**src/rtl/s1c88_bus_arbiter_if.sv**
```systemverilog
// s1c88_bus_arbiter_if: request/response handshake of one bus master
interface s1c88_bus_arbiter_if #(
   parameter int ADDR_W = 24,
   parameter int DATA_W = 8
);
   logic              req;
   logic              we;
   logic [ADDR_W-1:0] addr;
   logic [DATA_W-1:0] wdata;
   logic              ack;
   logic [DATA_W-1:0] rdata;
   modport master (output req, we, addr, wdata, input ack, rdata);
   modport slave (input req, we, addr, wdata, output ack, rdata);
endinterface

```
**src/rtl/s1c88_bus_arbiter.sv**
```systemverilog
// s1c88_bus_arbiter: shares the memory bus between the CPU (m0) and the PRC/DMA engine (m1)
module s1c88_bus_arbiter #(
   parameter int ADDR_W      = 24,
   parameter int DATA_W      = 8,
   parameter int MEM_LATENCY = 2,
   parameter int MAX_CONSEC  = 4
) (
   input  logic                clk,
   input  logic                reset,
   s1c88_bus_arbiter_if.slave  m0,
   s1c88_bus_arbiter_if.slave  m1,
   output logic [ADDR_W-1:0]   mem_addr,
   output logic [DATA_W-1:0]   mem_wdata,
   output logic                mem_read,
   output logic                mem_write,
   input  logic [DATA_W-1:0]   mem_rdata,
   output logic                busy,
   output logic                owner
);
   typedef enum logic [1:0] {IDLE, ADDR, WAIT, ACK} state_t;
   state_t            state_q, state_d;
   logic              owner_q, owner_d;
   logic              we_q, we_d;
   logic [3:0]        cnt_q, cnt_d;
   logic [3:0]        consec_q, consec_d;
   logic [ADDR_W-1:0] addr_q, addr_d;
   logic [DATA_W-1:0] wdata_q, wdata_d;
   logic              rd_q, rd_d;
   logic              wr_q, wr_d;
   logic              ack0_q, ack0_d;
   logic              ack1_q, ack1_d;
   logic [DATA_W-1:0] rdata0_q, rdata0_d;
   logic [DATA_W-1:0] rdata1_q, rdata1_d;
   logic              busy_q, busy_d;
   logic              grant1;
   // next-state: arbitrate in IDLE, strobe in ADDR, count down the memory latency, pulse ack
   always_comb begin
      grant1   = m1.req && (!m0.req || consec_q < 4'(MAX_CONSEC));
      state_d  = state_q;
      owner_d  = owner_q;
      we_d     = we_q;
      cnt_d    = cnt_q;
      consec_d = consec_q;
      addr_d   = addr_q;
      wdata_d  = wdata_q;
      rd_d     = 1'b0;
      wr_d     = 1'b0;
      ack0_d   = 1'b0;
      ack1_d   = 1'b0;
      rdata0_d = rdata0_q;
      rdata1_d = rdata1_q;
      busy_d   = busy_q;
      case (state_q)
         IDLE: if (m0.req || m1.req) begin
            state_d  = ADDR;
            owner_d  = grant1;
            we_d     = grant1 ? m1.we : m0.we;
            addr_d   = grant1 ? m1.addr : m0.addr;
            wdata_d  = grant1 ? m1.wdata : m0.wdata;
            rd_d     = !we_d;
            wr_d     = we_d;
            busy_d   = 1'b1;
            consec_d = !grant1 ? 4'd0 :
                       (m0.req && consec_q < 4'(MAX_CONSEC)) ? consec_q + 4'd1 : consec_q;
         end
         ADDR: begin
            state_d = WAIT;
            cnt_d   = 4'(MEM_LATENCY);
         end
         WAIT: begin
            cnt_d = cnt_q - 4'd1;
            if (cnt_q == 4'd1) begin
               state_d  = ACK;
               ack0_d   = !owner_q;
               ack1_d   = owner_q;
               rdata0_d = (!we_q && !owner_q) ? mem_rdata : rdata0_q;
               rdata1_d = (!we_q && owner_q) ? mem_rdata : rdata1_q;
            end
         end
         ACK: begin
            state_d = IDLE;
            busy_d  = 1'b0;
         end
      endcase
   end
   // state and registered outputs; reset abandons any transaction in flight
   always_ff @(posedge clk or posedge reset) begin
      if (reset) begin
         state_q  <= IDLE;
         owner_q  <= 1'b0;
         we_q     <= 1'b0;
         cnt_q    <= 4'd0;
         consec_q <= 4'd0;
         addr_q   <= '1;
         wdata_q  <= '0;
         rd_q     <= 1'b0;
         wr_q     <= 1'b0;
         ack0_q   <= 1'b0;
         ack1_q   <= 1'b0;
         rdata0_q <= '0;
         rdata1_q <= '0;
         busy_q   <= 1'b0;
      end else begin
         state_q  <= state_d;
         owner_q  <= owner_d;
         we_q     <= we_d;
         cnt_q    <= cnt_d;
         consec_q <= consec_d;
         addr_q   <= addr_d;
         wdata_q  <= wdata_d;
         rd_q     <= rd_d;
         wr_q     <= wr_d;
         ack0_q   <= ack0_d;
         ack1_q   <= ack1_d;
         rdata0_q <= rdata0_d;
         rdata1_q <= rdata1_d;
         busy_q   <= busy_d;
      end
   end
   assign mem_addr  = addr_q;
   assign mem_wdata = wdata_q;
   assign mem_read  = rd_q;
   assign mem_write = wr_q;
   assign m0.ack    = ack0_q;
   assign m1.ack    = ack1_q;
   assign m0.rdata  = rdata0_q;
   assign m1.rdata  = rdata1_q;
   assign busy      = busy_q;
   assign owner     = owner_q;
endmodule

```
**src/flat_wrapper.sv**
```systemverilog
// flat-port wrapper written by rule: the top's interface ports become plain ports
module s1c88_bus_arbiter_flat 
#(
   parameter int ADDR_W      = 24,
   parameter int DATA_W      = 8,
   parameter int MEM_LATENCY = 2,
   parameter int MAX_CONSEC  = 4
)
  (clk, reset, mem_addr, mem_wdata, mem_read, mem_write, mem_rdata, busy, owner, m0_req, m0_we, m0_addr, m0_wdata, m0_ack, m0_rdata, m1_req, m1_we, m1_addr, m1_wdata, m1_ack, m1_rdata);
  s1c88_bus_arbiter_if #(.ADDR_W(ADDR_W), .DATA_W(DATA_W)) m0_i ();
  s1c88_bus_arbiter_if #(.ADDR_W(ADDR_W), .DATA_W(DATA_W)) m1_i ();
  input  logic clk;
  input  logic reset;
  output logic [ADDR_W-1:0] mem_addr;
  output logic [DATA_W-1:0] mem_wdata;
  output logic mem_read;
  output logic mem_write;
  input  logic [DATA_W-1:0] mem_rdata;
  output logic busy;
  output logic owner;
  input wire logic [$bits(m0_i.req)-1:0] m0_req;
  input wire logic [$bits(m0_i.we)-1:0] m0_we;
  input wire logic [$bits(m0_i.addr)-1:0] m0_addr;
  input wire logic [$bits(m0_i.wdata)-1:0] m0_wdata;
  output wire logic [$bits(m0_i.ack)-1:0] m0_ack;
  output wire logic [$bits(m0_i.rdata)-1:0] m0_rdata;
  input wire logic [$bits(m1_i.req)-1:0] m1_req;
  input wire logic [$bits(m1_i.we)-1:0] m1_we;
  input wire logic [$bits(m1_i.addr)-1:0] m1_addr;
  input wire logic [$bits(m1_i.wdata)-1:0] m1_wdata;
  output wire logic [$bits(m1_i.ack)-1:0] m1_ack;
  output wire logic [$bits(m1_i.rdata)-1:0] m1_rdata;
  assign m0_i.req = m0_req;
  assign m0_i.we = m0_we;
  assign m0_i.addr = m0_addr;
  assign m0_i.wdata = m0_wdata;
  assign m0_ack = m0_i.ack;
  assign m0_rdata = m0_i.rdata;
  assign m1_i.req = m1_req;
  assign m1_i.we = m1_we;
  assign m1_i.addr = m1_addr;
  assign m1_i.wdata = m1_wdata;
  assign m1_ack = m1_i.ack;
  assign m1_rdata = m1_i.rdata;
  s1c88_bus_arbiter #(.ADDR_W(ADDR_W), .DATA_W(DATA_W), .MEM_LATENCY(MEM_LATENCY), .MAX_CONSEC(MAX_CONSEC)) u_core (.clk(clk), .reset(reset), .m0(m0_i), .m1(m1_i), .mem_addr(mem_addr), .mem_wdata(mem_wdata), .mem_read(mem_read), .mem_write(mem_write), .mem_rdata(mem_rdata), .busy(busy), .owner(owner));
endmodule
```
**config.mk**
```make
export PLATFORM = sky130hd
export DESIGN_NAME = s1c88_bus_arbiter_flat
export DESIGN_NICKNAME = d
export VERILOG_FILES = /design/src/rtl/s1c88_bus_arbiter_if.sv /design/src/rtl/s1c88_bus_arbiter.sv /design/src/flat_wrapper.sv
export SDC_FILE = /design/constraint.sdc
export NUM_CORES = 1
export LEC_CHECK = 0
export ABC_AREA = 1
export CELL_PAD_IN_SITES_DETAIL_PLACEMENT = 1
export CELL_PAD_IN_SITES_GLOBAL_PLACEMENT = 1
export CORE_AREA = 5 5 107 109
export DETAILED_ROUTE_END_ITERATION = 7
export DIE_AREA = 0 0 112 114
export PLACE_DENSITY_LB_ADDON = 0.05
export SYNTH_ARGS = -nofsm -noshare
export SYNTH_HDL_FRONTEND = slang
export SYNTH_SLANG_ARGS = --single-unit
```
**constraint.sdc**
```tcl
create_clock -name clk -period 5.3 [get_ports clk]
set_input_delay 1.325 -clock clk [delete_from_list [all_inputs] [get_ports clk]]
set_output_delay 1.325 -clock clk [all_outputs]
set_load 0.02 [all_outputs]
```
==> results_dict.tcl, run 1 <==
set metrics [dict create \
    status "complete, no violations" \
    worstMarginPinSlew_ns 0.948 \
    portBuffers 131 \
    final_area_sq_mm 0.00496 \
    synth_fa_ha_area_share_pct 2.25 \
    initialDrtViolationCount 88 \
    syn_area_per_cell_sq_um 7.60 \
    regArea_sq_mm 0.00166 \
    crit_type "in -> reg" \
    comb_power_share_pct 47.8 \
    cts_tree "done" \
    m1WireLength_um 4820 \
    ys_seq_area_share_pct 49.6 \
    route.detailed.drc 0 \
    core.rowCount 38 \
    clkPwrFrac_pct 17.9 \
    grt_pass1_wl_um 17200 \
    viasPerCell 4.48 \
    cts_buffers 9 \
    max-vdd-ir-drop_mv 0.349 \
    wl_met2_um 5040 \
    worstPathRequired_ns 5.51 \
    post-route-worst-setup-slack_ns 2.31 \
    cts_sinks 65 \
    rr_worst_depth 5 \
    synth_area_sq_mm 0.00334 \
    slowest_stage "clkdlybuf4s50_1" \
    clk_latency_ns 0.34 \
    period_needed_ns 2.99 \
    holdPathStages 2 \
    post_synth_xor_area_fraction_pct 0 \
    cp.buffers_inverters 3 \
    cts_buffer_depth 2 \
    period_share_pct 56.4 \
    ctsHoldBuffers 0 \
    die_h_um 114 \
    maxUsedRoutingLayer "met4" \
    place_hpwl_um 7580 \
    hp-class "reg -> reg" \
    maxCapViolCount 0 \
    die_area_sq_mm 0.0128 \
    cts_root_buf "clkbuf_8" \
    multi_input_area_sq_mm 0.00123 \
    grt-ovfl-total 0 \
    p_seq_share_pct 34.3 \
    dp_slack_ns 1.93 \
    power_density_mw_per_mm2 545 \
    num_antenna_cells 0 \
    worstPathArrival_ns 3.20 \
    yosys_warnings 0 \
    num-fill-cells 1296 \
    drt-total-wl_um 10400 \
    firstDrtPassIters 4 \
    io_pins 132 \
    worst_clock_skew_ns 0.00828 \
    synth_top_family_by_area "simple AND/OR/NAND/NOR gates" \
    post-cts-setup-buffer-count 0 \
    critPathMaxFanout 36 \
    final_hold_viol_count 0 \
    clk_pin_slew_worst_paths_ns 0.07 \
    crit_chain "clkdlybuf4s50_1, buf_4, nor2_4, nor2_8, inv_4, nand2_1, o21ai_1" \
    wl_per_cell_um 14.7 \
    synthCells 439 \
    max_stage_delay_ns 0.45 \
    chipWidth_um 112 \
    grt_use_total_pct 16.7 \
    slew_headroom_pct 36.6 \
    synth_mux_area_share_pct 0 \
    setup_violations 0 \
    synth-compound-area-share_pct 5.10 \
    worst_setup_path_start_kind "primary input" \
    yosys.area_share.simple_pct 29.4 \
    worst-path-stages 7 \
    grt_pass1_vias 3371 \
    ys_seq_elements 65 \
    synth_cell_types 23 \
    p_sw_share_pct 39.5 \
    internal-power_mw 1.64 \
    cts_resized 0 \
    antenna_found_initial 0 \
    syn2layout_area_growth_pct 48.7 \
    dr_total_vias 3184 \
    initial_utilization_pct 31.8 \
    place_area_sq_mm 0.00473 \
    slew_viol_final 0 \
    finalNetCount 649 \
    end_kind "flop" \
    drive_gt1_share_pct 8.77 \
    crit_family "buffers and inverters" \
    rsz0062_at_grt "false" \
    met3_length_um 494 \
    max_freq_mhz 335 \
    gp_congestion 0.741 \
    p_sw_mw 1.07 \
    syn_nets 523 \
    cts_max_level 3 \
    fin_tns_setup_ns 0 \
    p_leak_nw 2.49 \
    core_sq_mm 0.0105 \
    grt_max_degree 41 \
    ant_nets 0 \
]
## area by class of cell
class                      instances  share of cell area (%)
multi-input combinational        264                    24.7
clock buffer                      11                    3.05
inverter                          92                    7.01
sequential                        65                    33.4
clock inverter                     5                    1.56
timing repair buffer             133                    26.7
tap                              140                    3.53
## power by group through the flow
stage | sequential, mW | clock (mW) | combinational, mW
floorplan | 1.15 | 0 | 0.501
global placement | 0.930 | 0 | 1.28
detailed placement | 0.935 | 0 | 1.32
CTS | 0.932 | 0.498 | 1.32
global route | 0.960 | 0.522 | 1.42
finish | 0.928 | 0.484 | 1.29
## metrics by stage
stage                     hold slack (ns)  cells  util (%)  total power [mW]
after floorplan                     0.463    439         -              1.66
after global placement              0.457    694      45.0              2.21
after detailed placement            0.459    694      45.0              2.25
after CTS                           0.472    710      47.2              2.75
after global routing                0.489    710      47.2              2.91
final                               0.470    710      47.2              2.70
## worst paths after layout
path,endpoint,slack (ns),start
min in group asynchronous,u_core.m0.rdata[2],1.50,reset
max in group asynchronous,u_core.mem_addr[23],2.88,reset
worst max register to register,u_core.we_q,3.11,u_core.consec_q[3]
worst min register to register,u_core.mem_addr[20],0.47,u_core.mem_addr[20]
worst max-delay path,u_core.owner,2.31,m1_req
worst min-delay path,u_core.mem_addr[20],0.47,u_core.mem_addr[20]
## layer usage
metal  GRT usage (%)  vias up
met5               0        -
met3            3.93        9
met2            28.5       81
li1                -     1579
met1            21.8     1515
met4            3.61        0
## registers in the layout, indices dropped and copies added, names as in the netlist, 2 cells and up
register          cells
u_core.mem_addr      24
u_core.m0.rdata       8
u_core.m1.rdata       8
u_core.mem_wdata      8
u_core.cnt_q          4
u_core.consec_q       4
u_core.state_q        2
## Yosys cell counts, drive strengths merged
cell type	number	area, sq um
a31oi	1	6.26
dfstp	24	631
o22ai	2	12.5
clkbuf	2	7.51
ha	6	75.1
inv	92	348
nor2	15	87.6
nand3	68	345
nor3	1	5.00
dfrtp	41	1030
nand2	143	544
o21ai	24	131
buf	16	98.9
a21oi	4	20.0
## cells in the final DEF (no fill, tap or decap), types with 2 or more instances in the layout
cell type and instances:
o21ai_0 13, nor2_1 12, clkbuf_8 11, nand2_1 142
bufinv_16 2, nor2_4 2, a21oi_1 4, o21ai_1 10
clkdlybuf4s50_1 131, nand3_1 67, inv_1 90, clkinv_2 2
dfstp_2 24, dfrtp_1 41, buf_4 2, ha_1 6
o22ai_1 2
## worst register-to-register path, stage by stage, from the launching register on
cell and delay, ns:
dfrtp_1 0.41, o21ai_4 0.77, nand2_4 0.48, nand2_1 0.23
nand3_1 0.13, nand2_1 0.10
## cells by family after synthesis
kind of cell | after synthesis
compound gates | 31
fa+ha+maj | 6
buf+inv | 110
simple gates | 227
flops | 65
No activity file was read; power rests on OpenSTA's default activity.
==> run 2: changes to the inputs <==
- CORE_AREA: 5 5 107 109 -> 5 5 116 118
- DIE_AREA: 0 0 112 114 -> 0 0 121 123
- clock period: 5.3 -> 2.5 ns (I/O delays scaled with it)
==> run 2 against run 1 <==
Combinational power is 120% higher. Worst hold slack worse by 0.0047 ns. Via count is 0.28% higher. Count of clock-buffer cells in the layout stayed put. Power is 130% higher. Routed wire length is 8.5% higher. Global-route usage is 1.1 points lower. Final cell count is 4.9% higher. Critical path type is now reg -> out. Largest cell class unchanged.
==> results_dict.tcl, run 2 (same netlist as run 1, synthesis figures left out) <==
set metrics [dict create \
    period_share_pct 85.2 \
    grt_pass1_wl_um 18100 \
    worstPathArrival_ns 1.51 \
    timing.rr.start "u_core.state_q[0]" \
    cts_tree "done" \
    critPathMaxFanout 2 \
    grt_max_degree 66 \
    gp_congestion 0.741 \
    cts_buffer_depth 2 \
    core_sq_mm 0.0124 \
    grt_use_total_pct 15.6 \
    num_antenna_cells 0 \
    r2r-end "u_core.m1.rdata[7]" \
    ff2ff_setup_slack_ns 0.84 \
    die_area_sq_mm 0.0149 \
    route.detailed.drc 0 \
    cts_buffers 9 \
    power_density_mw_per_mm2 1200 \
    firstDrtPassIters 4 \
    largest_reg_flops 24 \
    grt-ovfl-total 0 \
    final_cells 745 \
    grt_pass1_vias 3485 \
    crit_type "reg -> out" \
    final_hold_viol_count 0 \
    final_cell_mix "nand2_1, clkdlybuf4s50_1, inv_1, nand3_1, dfrtp_1" \
    chipWidth_um 121 \
    post-cts-setup-buffer-count 0 \
    drive_gt1_share_pct 9.25 \
    drt-total-wl_um 11300 \
    hold_end "u_core.mem_addr[5]" \
    clk_latency_ns 0.33 \
    syn2layout_area_growth_pct 53.8 \
    cp.buffers_inverters 1 \
    wl_per_cell_um 15.2 \
    max_freq_mhz 469 \
    io_pins 132 \
    antenna_found_initial 0 \
    placed_cells 729 \
    initialDrtViolationCount 134 \
    slowest_stage "clkdlybuf4s50_1" \
    holdPathStages 2 \
    finalNetCount 652 \
    hp-class "reg -> reg" \
    rr_worst_depth 6 \
    worst_setup_path_start_kind "flop" \
    min_from "u_core.mem_addr[5]" \
    layout_commonest_cell "nand2_1" \
    max_stage_delay_ns 0.62 \
    worst_clock_skew_ns 0.00669 \
    fin_tns_setup_ns 0 \
    setup_violations 0 \
    slew_headroom_pct 67.3 \
    cts_max_level 3 \
    p_leak_nw 2.56 \
    slew_viol_final 0 \
    cts_sinks 65 \
    viasPerCell 4.29 \
    place_hpwl_um 8060 \
    crit_chain "clkdlybuf4s50_1" \
    ctsHoldBuffers 0 \
    ant_nets 0 \
    end_kind "primary output" \
    clk_pin_slew_worst_paths_ns 0.06 \
    status "complete, no violations" \
    max-vdd-ir-drop_mv 0.468 \
    maxCapViolCount 0 \
    crit_family "buffers and inverters" \
    die_h_um 123 \
    cts_root_buf "clkbuf_16" \
    cts_resized 0 \
    worstPathRequired_ns 1.88 \
    period_needed_ns 2.13 \
    initial_utilization_pct 27.0 \
    dr_total_vias 3193 \
    portBuffers 131 \
    worstMarginPinSlew_ns 0.490 \
    core.rowCount 41 \
    rsz0062_at_grt "false" \
]
[run 2: area by class of cell]
cell class / instances / area, sq um
clock buffer: 11 / 253
clock inverter: 5 / 77.6
sequential: 65 / 1660
fill: 1481 / 7230
inverter: 92 / 348
tap: 172 / 215
multi-input combinational: 264 / 1230
timing repair buffer: 136 / 1360
[run 2: worst max-delay path by stage]
| stage | endpoint | cells after the start | from |
|---|---|---|---|
| after floorplan | u_core.busy | 1 | reset |
| after global placement | u_core.we_q | 6 | m0_req |
| after detailed placement | u_core.we_q | 6 | m0_req |
| after CTS | mem_addr[23] | 1 | u_core.mem_addr[23] |
| after global routing | mem_addr[14] | 1 | u_core.mem_addr[14] |
| final | mem_addr[3] | 1 | u_core.mem_addr[3] |
[run 2: power by group]
group / total [mW] / switching (mW) / internal [mW]
sequential: 1.96 / 0.283 / 1.67
combinational: 2.79 / 1.59 / 1.21
clock: 1.41 / 0.484 / 0.924
total: 6.16 / 2.36 / 3.80
[run 2: routing by layer]
metal	part of all wire, %	global-route usage, %	vias up
met5	0	0	-
met4	1.1	5.03	0
met3	5.0	3.98	7
met2	50	27.0	74
met1	44	19.2	1525
li1	-	-	1587
[run 2: stage by stage]
step | area (sq um) | power (mW) | setup slack (ns) | hold WS (ns) | utilization (%)
6_report | 5130 | 6.16 | 0.369 | 0.465 | 41.5
5_1_grt | 5130 | 6.59 | 0.331 | 0.483 | 41.5
4_1_cts | 5130 | 6.26 | 0.354 | 0.467 | 41.5
3_5_place_dp | 4800 | 4.82 | 0.360 | 0.456 | 38.9
3_3_place_gp | 4800 | 4.75 | 0.411 | 0.457 | 38.9
2_1_floorplan | 3340 | 3.51 | 0.288 | 0.463 | -
